===== src/rtl/lsu_mem_if.sv =====
// Sequential load/store unit between execute and a word-addressed data-memory bus.
// Optional misaligned-access trap is enabled by defining LSU_MISALIGN_TRAP_EN.
module lsu_mem_if #(
  parameter int ADDR_W  = 32,
  parameter int TIMEOUT = 255,
  parameter int TO_W    = 8
) (
  input  logic              clk,
  input  logic              reset,
  input  logic              req_valid,
  output logic              req_ready,
  input  logic [2:0]        op_code,
  input  logic [ADDR_W-1:0] addr,
  input  logic [31:0]       wr_data,
  output logic              resp_valid,
  output logic [31:0]       rd_data,
  output logic              err,
  output logic              mem_req,
  output logic              mem_we,
  output logic [3:0]        mem_be,
  output logic [ADDR_W-1:0] mem_addr,
  output logic [31:0]       mem_wr_data,
  input  logic [31:0]       mem_rd_data,
  input  logic              mem_ack
);

  localparam logic [2:0] OP_LB  = 3'd0;
  localparam logic [2:0] OP_LH  = 3'd1;
  localparam logic [2:0] OP_LW  = 3'd2;
  localparam logic [2:0] OP_LBU = 3'd3;
  localparam logic [2:0] OP_LHU = 3'd4;
  localparam logic [2:0] OP_SB  = 3'd5;
  localparam logic [2:0] OP_SH  = 3'd6;
  localparam logic [2:0] OP_SW  = 3'd7;

  typedef enum logic [1:0] {IDLE, BUS, RESP} state_t;

  state_t          state;
  logic [2:0]      op_q;
  logic [1:0]      off_q;
  logic [TO_W-1:0] to_cnt;
  logic            to_hit;
  logic            mis;
  logic            half_op;
  logic            word_op;
  logic [1:0]      off_in;

  function automatic logic [3:0] be_of(input logic [2:0] op, input logic [1:0] o);
    case (op)
      OP_SB:   be_of = 4'b0001 << o;
      OP_SH:   be_of = 4'b0011 << {o[1], 1'b0};
      default: be_of = 4'hF;
    endcase
  endfunction

  function automatic logic [31:0] wd_of(input logic [2:0] op, input logic [31:0] wd);
    case (op)
      OP_SB:   wd_of = {4{wd[7:0]}};
      OP_SH:   wd_of = {2{wd[15:0]}};
      default: wd_of = wd;
    endcase
  endfunction

  function automatic logic [31:0] fmt_load(input logic [2:0] op, input logic [1:0] o,
                                           input logic [31:0] d);
    logic [7:0]  b;
    logic [15:0] h;
    b = d[{o, 3'b000} +: 8];
    h = d[{o[1], 4'b0000} +: 16];
    case (op)
      OP_LB:   fmt_load = {{24{b[7]}}, b};
      OP_LH:   fmt_load = {{16{h[15]}}, h};
      OP_LBU:  fmt_load = {24'b0, b};
      OP_LHU:  fmt_load = {16'b0, h};
      OP_LW:   fmt_load = d;
      default: fmt_load = 32'b0;
    endcase
  endfunction

  assign half_op = (op_code == OP_LH) || (op_code == OP_LHU) || (op_code == OP_SH);
  assign word_op = (op_code == OP_LW) || (op_code == OP_SW);

`ifdef LSU_MISALIGN_TRAP_EN
  assign mis    = (half_op && addr[0]) || (word_op && (addr[1:0] != 2'b00));
  assign off_in = addr[1:0];
`else
  // Without the trap, misaligned requests are snapped to natural alignment.
  assign mis    = 1'b0;
  assign off_in = word_op ? 2'b00 : (half_op ? {addr[1], 1'b0} : addr[1:0]);
`endif

  generate
    if (TIMEOUT != 0) begin : g_to
      assign to_hit = (to_cnt == TO_W'(TIMEOUT - 1));
    end else begin : g_no_to
      assign to_hit = 1'b0;
    end
  endgenerate

  always_ff @(posedge clk or posedge reset) begin
    if (reset) begin
      state       <= IDLE;
      op_q        <= '0;
      off_q       <= '0;
      to_cnt      <= '0;
      req_ready   <= 1'b1;
      resp_valid  <= 1'b0;
      rd_data     <= '0;
      err         <= 1'b0;
      mem_req     <= 1'b0;
      mem_we      <= 1'b0;
      mem_be      <= '0;
      mem_addr    <= '0;
      mem_wr_data <= '0;
    end else begin
      case (state)
        IDLE: begin
          if (req_valid) begin
            op_q      <= op_code;
            off_q     <= off_in;
            req_ready <= 1'b0;
            if (mis) begin
              state      <= RESP;
              resp_valid <= 1'b1;
              err        <= 1'b1;
              rd_data    <= '0;
            end else begin
              state       <= BUS;
              to_cnt      <= '0;
              mem_req     <= 1'b1;
              mem_we      <= (op_code >= OP_SB);
              mem_be      <= be_of(op_code, off_in);
              mem_addr    <= {addr[ADDR_W-1:2], 2'b00};
              mem_wr_data <= wd_of(op_code, wr_data);
            end
          end
        end
        BUS: begin
          // An ack in the terminal-count cycle takes priority over the timeout.
          if (mem_ack) begin
            state      <= RESP;
            mem_req    <= 1'b0;
            resp_valid <= 1'b1;
            err        <= 1'b0;
            rd_data    <= (op_q >= OP_SB) ? 32'b0 : fmt_load(op_q, off_q, mem_rd_data);
          end else if (to_hit) begin
            state      <= RESP;
            mem_req    <= 1'b0;
            resp_valid <= 1'b1;
            err        <= 1'b1;
            rd_data    <= '0;
          end else begin
            to_cnt <= to_cnt + TO_W'(1);
          end
        end
        RESP: begin
          state      <= IDLE;
          resp_valid <= 1'b0;
          err        <= 1'b0;
          rd_data    <= '0;
          req_ready  <= 1'b1;
        end
        default: state <= IDLE;
      endcase
    end
  end

endmodule


===== config.mk =====
export PLATFORM = sky130hd
export DESIGN_NAME = lsu_mem_if
export DESIGN_NICKNAME = d
export VERILOG_FILES = /design/src/rtl/lsu_mem_if.sv
export SDC_FILE = /design/constraint.sdc
export NUM_CORES = 1
export LEC_CHECK = 0
export ABC_AREA = 1
export ABC_CLOCK_PERIOD_IN_PS = 4900
export BUFFER_PORTS_ARGS = -buffer_cell sky130_fd_sc_hd__buf_2
export CAP_MARGIN = 20
export CORE_MARGIN = 10
export CORE_UTILIZATION = 50
export DETAILED_ROUTE_END_ITERATION = 7
export GPL_TIMING_DRIVEN = 0
export PLACE_DENSITY = 0.85
export SLEW_MARGIN = 40
export SYNTH_ARGS = -nofsm -noshare
export SYNTH_HDL_FRONTEND = slang
export SYNTH_SLANG_ARGS = --single-unit

===== constraint.sdc =====
create_clock -name clk -period 4.9 [get_ports clk]
set_clock_uncertainty 0.2 [all_clocks]
set_input_delay 0.49 -clock clk [delete_from_list [all_inputs] [get_ports clk]]
set_output_delay 0.49 -clock clk [all_outputs]
set_load 0.01 [all_outputs]

* Yosys cells after proc, flatten, opt, wreduce, memory -nomap -nowiden
Cells that the tools add are included.
** Word-level totals
- Output and inout bits :: 105
- Logic and storage cells :: 79
- Register bits after elaboration :: 118
- Input port bits :: 103
** Cells by class
- Add/sub/neg operators :: 1
- Mux-type cells :: 28
- Reduce and logical (&&, ||, !) cells :: 14
- Eq/ne operators :: 17
- Order comparisons :: 2
- Shifts and indexed selects :: 4
** Operator list (number)
- $pmux W32 S5 :: 1
- $pmux W32 S2 :: 2
- $mux W32 :: 3
- $shiftx A32 B6 Y16 :: 1
- $shiftx A32 B6 Y8 :: 1
- $mux W8 :: 3
- $pmux W8 S2 :: 1
- $eq A3 B3 Y1 const B :: 5
- $eq A3 B2 Y1 const B :: 3
- $add A8 B1 Y8 const B :: 1
- $eq A8 B8 Y1 const B :: 1
- $mux W1 :: 8
- $mux W2 :: 4
- $pmux W1 S2 :: 4
- $pmux W4 S2 :: 1
- $reduce_and A2 Y1 :: 4
- $eq A3 B1 Y1 const B :: 2
- $ge A3 B3 Y1 const B :: 2
- $ne A2 B2 Y1 const B :: 3
- $reduce_bool A2 Y1 :: 3
- $pmux W2 S2 :: 1
- $reduce_and A4 Y1 :: 1
- $shl A1 B2 Y4 const A :: 1
- $shl A2 B2 Y4 const A :: 1
- 7 further kinds :: 9

* Longest topological paths before layout
- Depth after elaboration :: 7
- Gate-level depth with buffers :: 10
- Gate-level depth less buffers :: 9

* Worst setup path after synthesis
Ideal clock, no wire load.
- Path kind :: register -> register
- Start :: register to_cnt[0]
- End :: register rd_data[0]
- Arrival time :: 1.236 ns
- Required time :: 4.584 ns
- Library setup time :: 0.116 ns
- Stages on the path, launching flop included :: 11
- Period minus slack after synthesis :: 1.552 ns
- Buffers on the path :: 1
- Path slack :: 3.348 ns
- Path through :: dfrtp_1 > inv_1 > ha_1 > nand2_1 > inv_1 > nand4_4 > nand2_4 > nor2_4 > buf_6 > nand2_1 > nand2_1
** On the way
- Cells in the longest elaborated chain, start to end :: 3
** RTL lines
- start, declared :: RTL line 41 : logic [TO_W-1:0] to_cnt;
- start signal, assigned :: RTL line 153 : to_cnt <= to_cnt + TO_W'(1);
- $eq A8 B8 Y1 :: RTL line 94 : assign to_hit = (to_cnt == TO_W'(TIMEOUT - 1));
- $ne A3 B3 Y1 (no line)
- $reduce_and A2 Y1 (no line)
- end signal, assigned :: RTL line 145 : rd_data <= (op_q >= OP_SB) ? 32'b0 : fmt_load(op_q, off_q, mem_rd_data);
- end, declared :: RTL line 16 : output logic [31:0] rd_data,
Every way passes these cells.
A chain may end at the register's enable or synchronous reset.

* Worst setup path in the final report
- Start :: register state[1]
- End :: register mem_wr_data[23]
** On the way
- Cells in the longest elaborated chain, start to end :: 2
** RTL lines
- start, declared :: RTL line 38 : state_t state;
- start signal, assigned :: RTL line 102 : state <= IDLE;
- start signal, assigned :: RTL line 123 : state <= RESP;
- start signal, assigned :: RTL line 128 : state <= BUS;
- $logic_not A2 Y1 :: RTL line 116 : case (state)
- $reduce_and A2 Y1 (no line)
- end signal, assigned :: RTL line 134 : mem_wr_data <= wd_of(op_code, wr_data);
- end, declared :: RTL line 22 : output logic [31:0] mem_wr_data,
Every way passes these cells.

==> impl_metrics.tcl <==
set metrics [dict create \
    crit_arrival_ns 1.97 \
    drcViolationCount 0 \
    synthesis.instances 790 \
    worst_slew_pin_slew_ns 0.563 \
    synth-edff-count 0 \
    postSynth.topFlopCell "dfrtp_1" \
    rsz0062_at_grt "false" \
    routed.top_layer "met5" \
    grt_remaining_overflow 0 \
    drive_above_1_share_pct 27.7 \
    io_pins 208 \
    grt_pass1_vias 5951 \
    maxClockFrequency_mhz 547 \
    largest_voltage_drop_on_the_vdd_net_mv 0.354 \
    critPathCaptureType "flip-flop" \
    critical_path_buf_inv_count 3 \
    h-tree-depth 4 \
    final_area_um2 7720 \
    cellLeakagePower_nw 4.55 \
    routed-wl-met2_um 8800 \
    min_period_ns 1.83 \
    fp.dieH_um 129 \
    placed_cell_area_um2 7140 \
    numCtsBuffers 17 \
    clock-sinks 118 \
    timing.final.crit_share_pct 37.3 \
    drtPass1Iterations 5 \
    cp_slowest_stage_delay_ns 0.43 \
    slowest_stage_cell_cp "clkbuf_1" \
    synthesis.yosys.warnings 0 \
    synth_seq_area_share_pct 50.1 \
    ctsRootBufferMaster "clkbuf_16" \
    starting_density_of_the_core_pct 51.4 \
    min_path_type "in -> reg" \
    routedLengthMet1_um 7230 \
    dieWidth_um 129 \
    number_of_maximum_capacitance_violations 0 \
    cts.repair_timing.setup_buffer_count 0 \
    critical_path_peak_fanout 10 \
    flow.area_growth_from_synthesis_pct 31.0 \
    place.port_buffers 205 \
    post_synthesis_register_bit_count 118 \
    setup.worst_path.class "reg -> reg" \
    path_clk_slew_ns 0.06 \
    post-route-worst-setup-slack_ns 3.07 \
    largest_net_degree_at_the_start_of_global_routing 72 \
    total_die_area_um2 16500 \
    post-dp-hpwl_um 14200 \
    antenna_diodes 0 \
    slew-limit-headroom_pct 62.3 \
    filler_cell_count_in_the_final_layout 967 \
    clockBufferDepth 2 \
    crit_required_ns 5.04 \
    syn_area_um2 5890 \
    placementRows 39 \
    post-place-ws_ns 3.01 \
    first_pass_grt_wire_length_um 29300 \
    worstPathCellList "inv_1 -> nand3_2 -> inv_2 -> clkbuf_1 -> nor2_1 -> a21oi_1" \
    p_per_area_nw_per_um2 597 \
    start_kind "flip-flop" \
    synthArstFlopShare_pct 100 \
    cp_top_family "buffers and inverters" \
    core_util_final_pct 67.3 \
    detail-route-antenna-nets 0 \
    antenna_found_initial 2 \
    routed_wl_um 18600 \
    route.detailed.wl_per_inst_um 15.9 \
    total_power_mw 4.61 \
    synth.distinct_cells 31 \
    grt_use_total_pct 22.2 \
    finalSetupViolCount 0 \
    status "complete, no violations" \
    worstSkewPairLatency_ns 0.42 \
    core_um2 11500 \
    slew_viol_final 0 \
    design.final.nets 1122 \
    cts_tree "yes" \
    gp_routability_congestion 0.905 \
    syn_area_per_cell_um2 7.46 \
    dr.first_iter.drc_count 465 \
    finalHoldViolCount 0 \
    route.met3.wl_um 2240 \
    dr_total_vias 5956 \
    viasPerCell 5.08 \
]
## logic make-up after synthesis
family,after synthesis,synth area share [%]
AND/OR/NAND/NOR,472,32.7
XOR/XNOR,4,0.594
adder cells (fa/ha/maj),2,0.424
other,1,0.0636
flip-flops,118,50.1
AO/OA/AOI/OAI,86,7.85
buffers and inverters,107,8.21
## stage by stage
| step | setup TNS (ns) | hold WS, ns | instances |
|---|---|---|---|
| 5_1_grt | 0 | 0.0566 | 1173 |
| 3_5_place_dp | 0 | 0.254 | 1140 |
| 6_report | 0 | 0.0618 | 1173 |
| 3_3_place_gp | -30.52 | 0.251 | 1139 |
| 2_1_floorplan | 0 | 0.269 | 791 |
| 4_1_cts | 0 | 0.0499 | 1173 |
## report_power, final
part / internal [mW] / switching [mW]
clock network: 0.757 / 0.445
registers: 1.38 / 0.230
logic: 0.675 / 1.13
total: 2.81 / 1.80
## cell usage after synthesis (3+ instances only)
cell,count,area (um^2)
nand2_1,360,1350
nand3_2,4,40.0
inv_2,7,26.3
a21oi_1,50,250
o22ai_1,7,43.8
inv_1,68,255
dfrtp_1,117,2930
nand2_4,3,33.8
o21ai_0,21,105
nand3_1,34,170
nand2_2,4,25.0
buf_4,7,52.6
buf_6,6,67.6
buf_2,9,45.0
xor2_1,4,35.0
nor2_4,4,45.0
nor2_1,59,221
clkbuf_1,9,33.8
## cell type report
cell class	instances	area (um^2)	share of cell area (%)
repair buffers	207	1060	13.8
flip-flops and latches	118	2950	38.3
inverters	76	293	3.79
multi-input cells	566	2460	31.9
clock inverters	13	131	1.70
plain buffers	31	199	2.58
well taps	143	179	2.32
clock buffers	19	443	5.74
## layer usage
layer / vias to the layer above / GRT usage (%)
met2: 309 / 36.6
met1: 2712 / 25.3
met3: 36 / 9.73
met4: 4 / 7.79
li1: 2895 / -
met5: - / 0
## registers in the layout (all words and copies together), names as in the netlist
register / flops
mem_we: 1
rd_data: 32
mem_addr: 30
op_q: 3
off_q: 2
mem_wr_data: 32
req_ready: 1
resp_valid: 1
mem_req: 1
state: 2
to_cnt: 8
mem_be: 4
err: 1
## cells in the final DEF (no fill, tap or decap), types with 3 or more instances in the layout
cell,netlist,layout
buf_4,7,7
nand2_1,360,360
buf_6,6,6
o22ai_1,7,7
nand2_4,3,3
inv_2,7,7
clkbuf_16,0,17
o21ai_0,21,21
buf_2,9,214
nand3_1,34,34
dfrtp_1,117,117
a21oi_1,50,50
clkbuf_1,9,10
nor2_4,4,4
nor2_1,59,59
nand3_2,4,4
inv_1,68,67
nand2_2,4,4
clkinv_2,0,6
xor2_1,4,4
## path summary, 6_finish.rpt
path	start	endpoint	slack [ns]	cells past startpoint
worst max-delay path	state[1]$_DFFE_PP0P_	mem_wr_data[23]$_DFFE_PP0P_	3.07	6
worst min-delay path	addr[30]	mem_addr[30]$_DFFE_PP0P_	0.06	3
worst max register to register	state[1]$_DFFE_PP0P_	mem_wr_data[23]$_DFFE_PP0P_	3.07	6
worst min register to register	rd_data[8]$_DFFE_PP0P_	rd_data[8]$_DFFE_PP0P_	0.26	2
max in group asynchronous	reset	req_ready$_DFFE_PP1P_	3.35	4
min in group asynchronous	reset	mem_addr[2]$_DFFE_PP0P_	0.48	3
## worst reg2reg max path, stage by stage (launching register included)
cell and delay, ns:
dfrtp_1 0.41, inv_1 0.11, nand3_2 0.19, inv_2 0.16, clkbuf_1 0.44, nor2_1 0.09, a21oi_1 0.15
## what timing repair did
| item | in CTS | in global routing |
|---|---|---|
| hold buffers | 1 | 0 |
| hold endpoints to repair | 70 | 0 |
| gates resized for setup | 0 | 0 |
(Power assumes the default switching activity.)
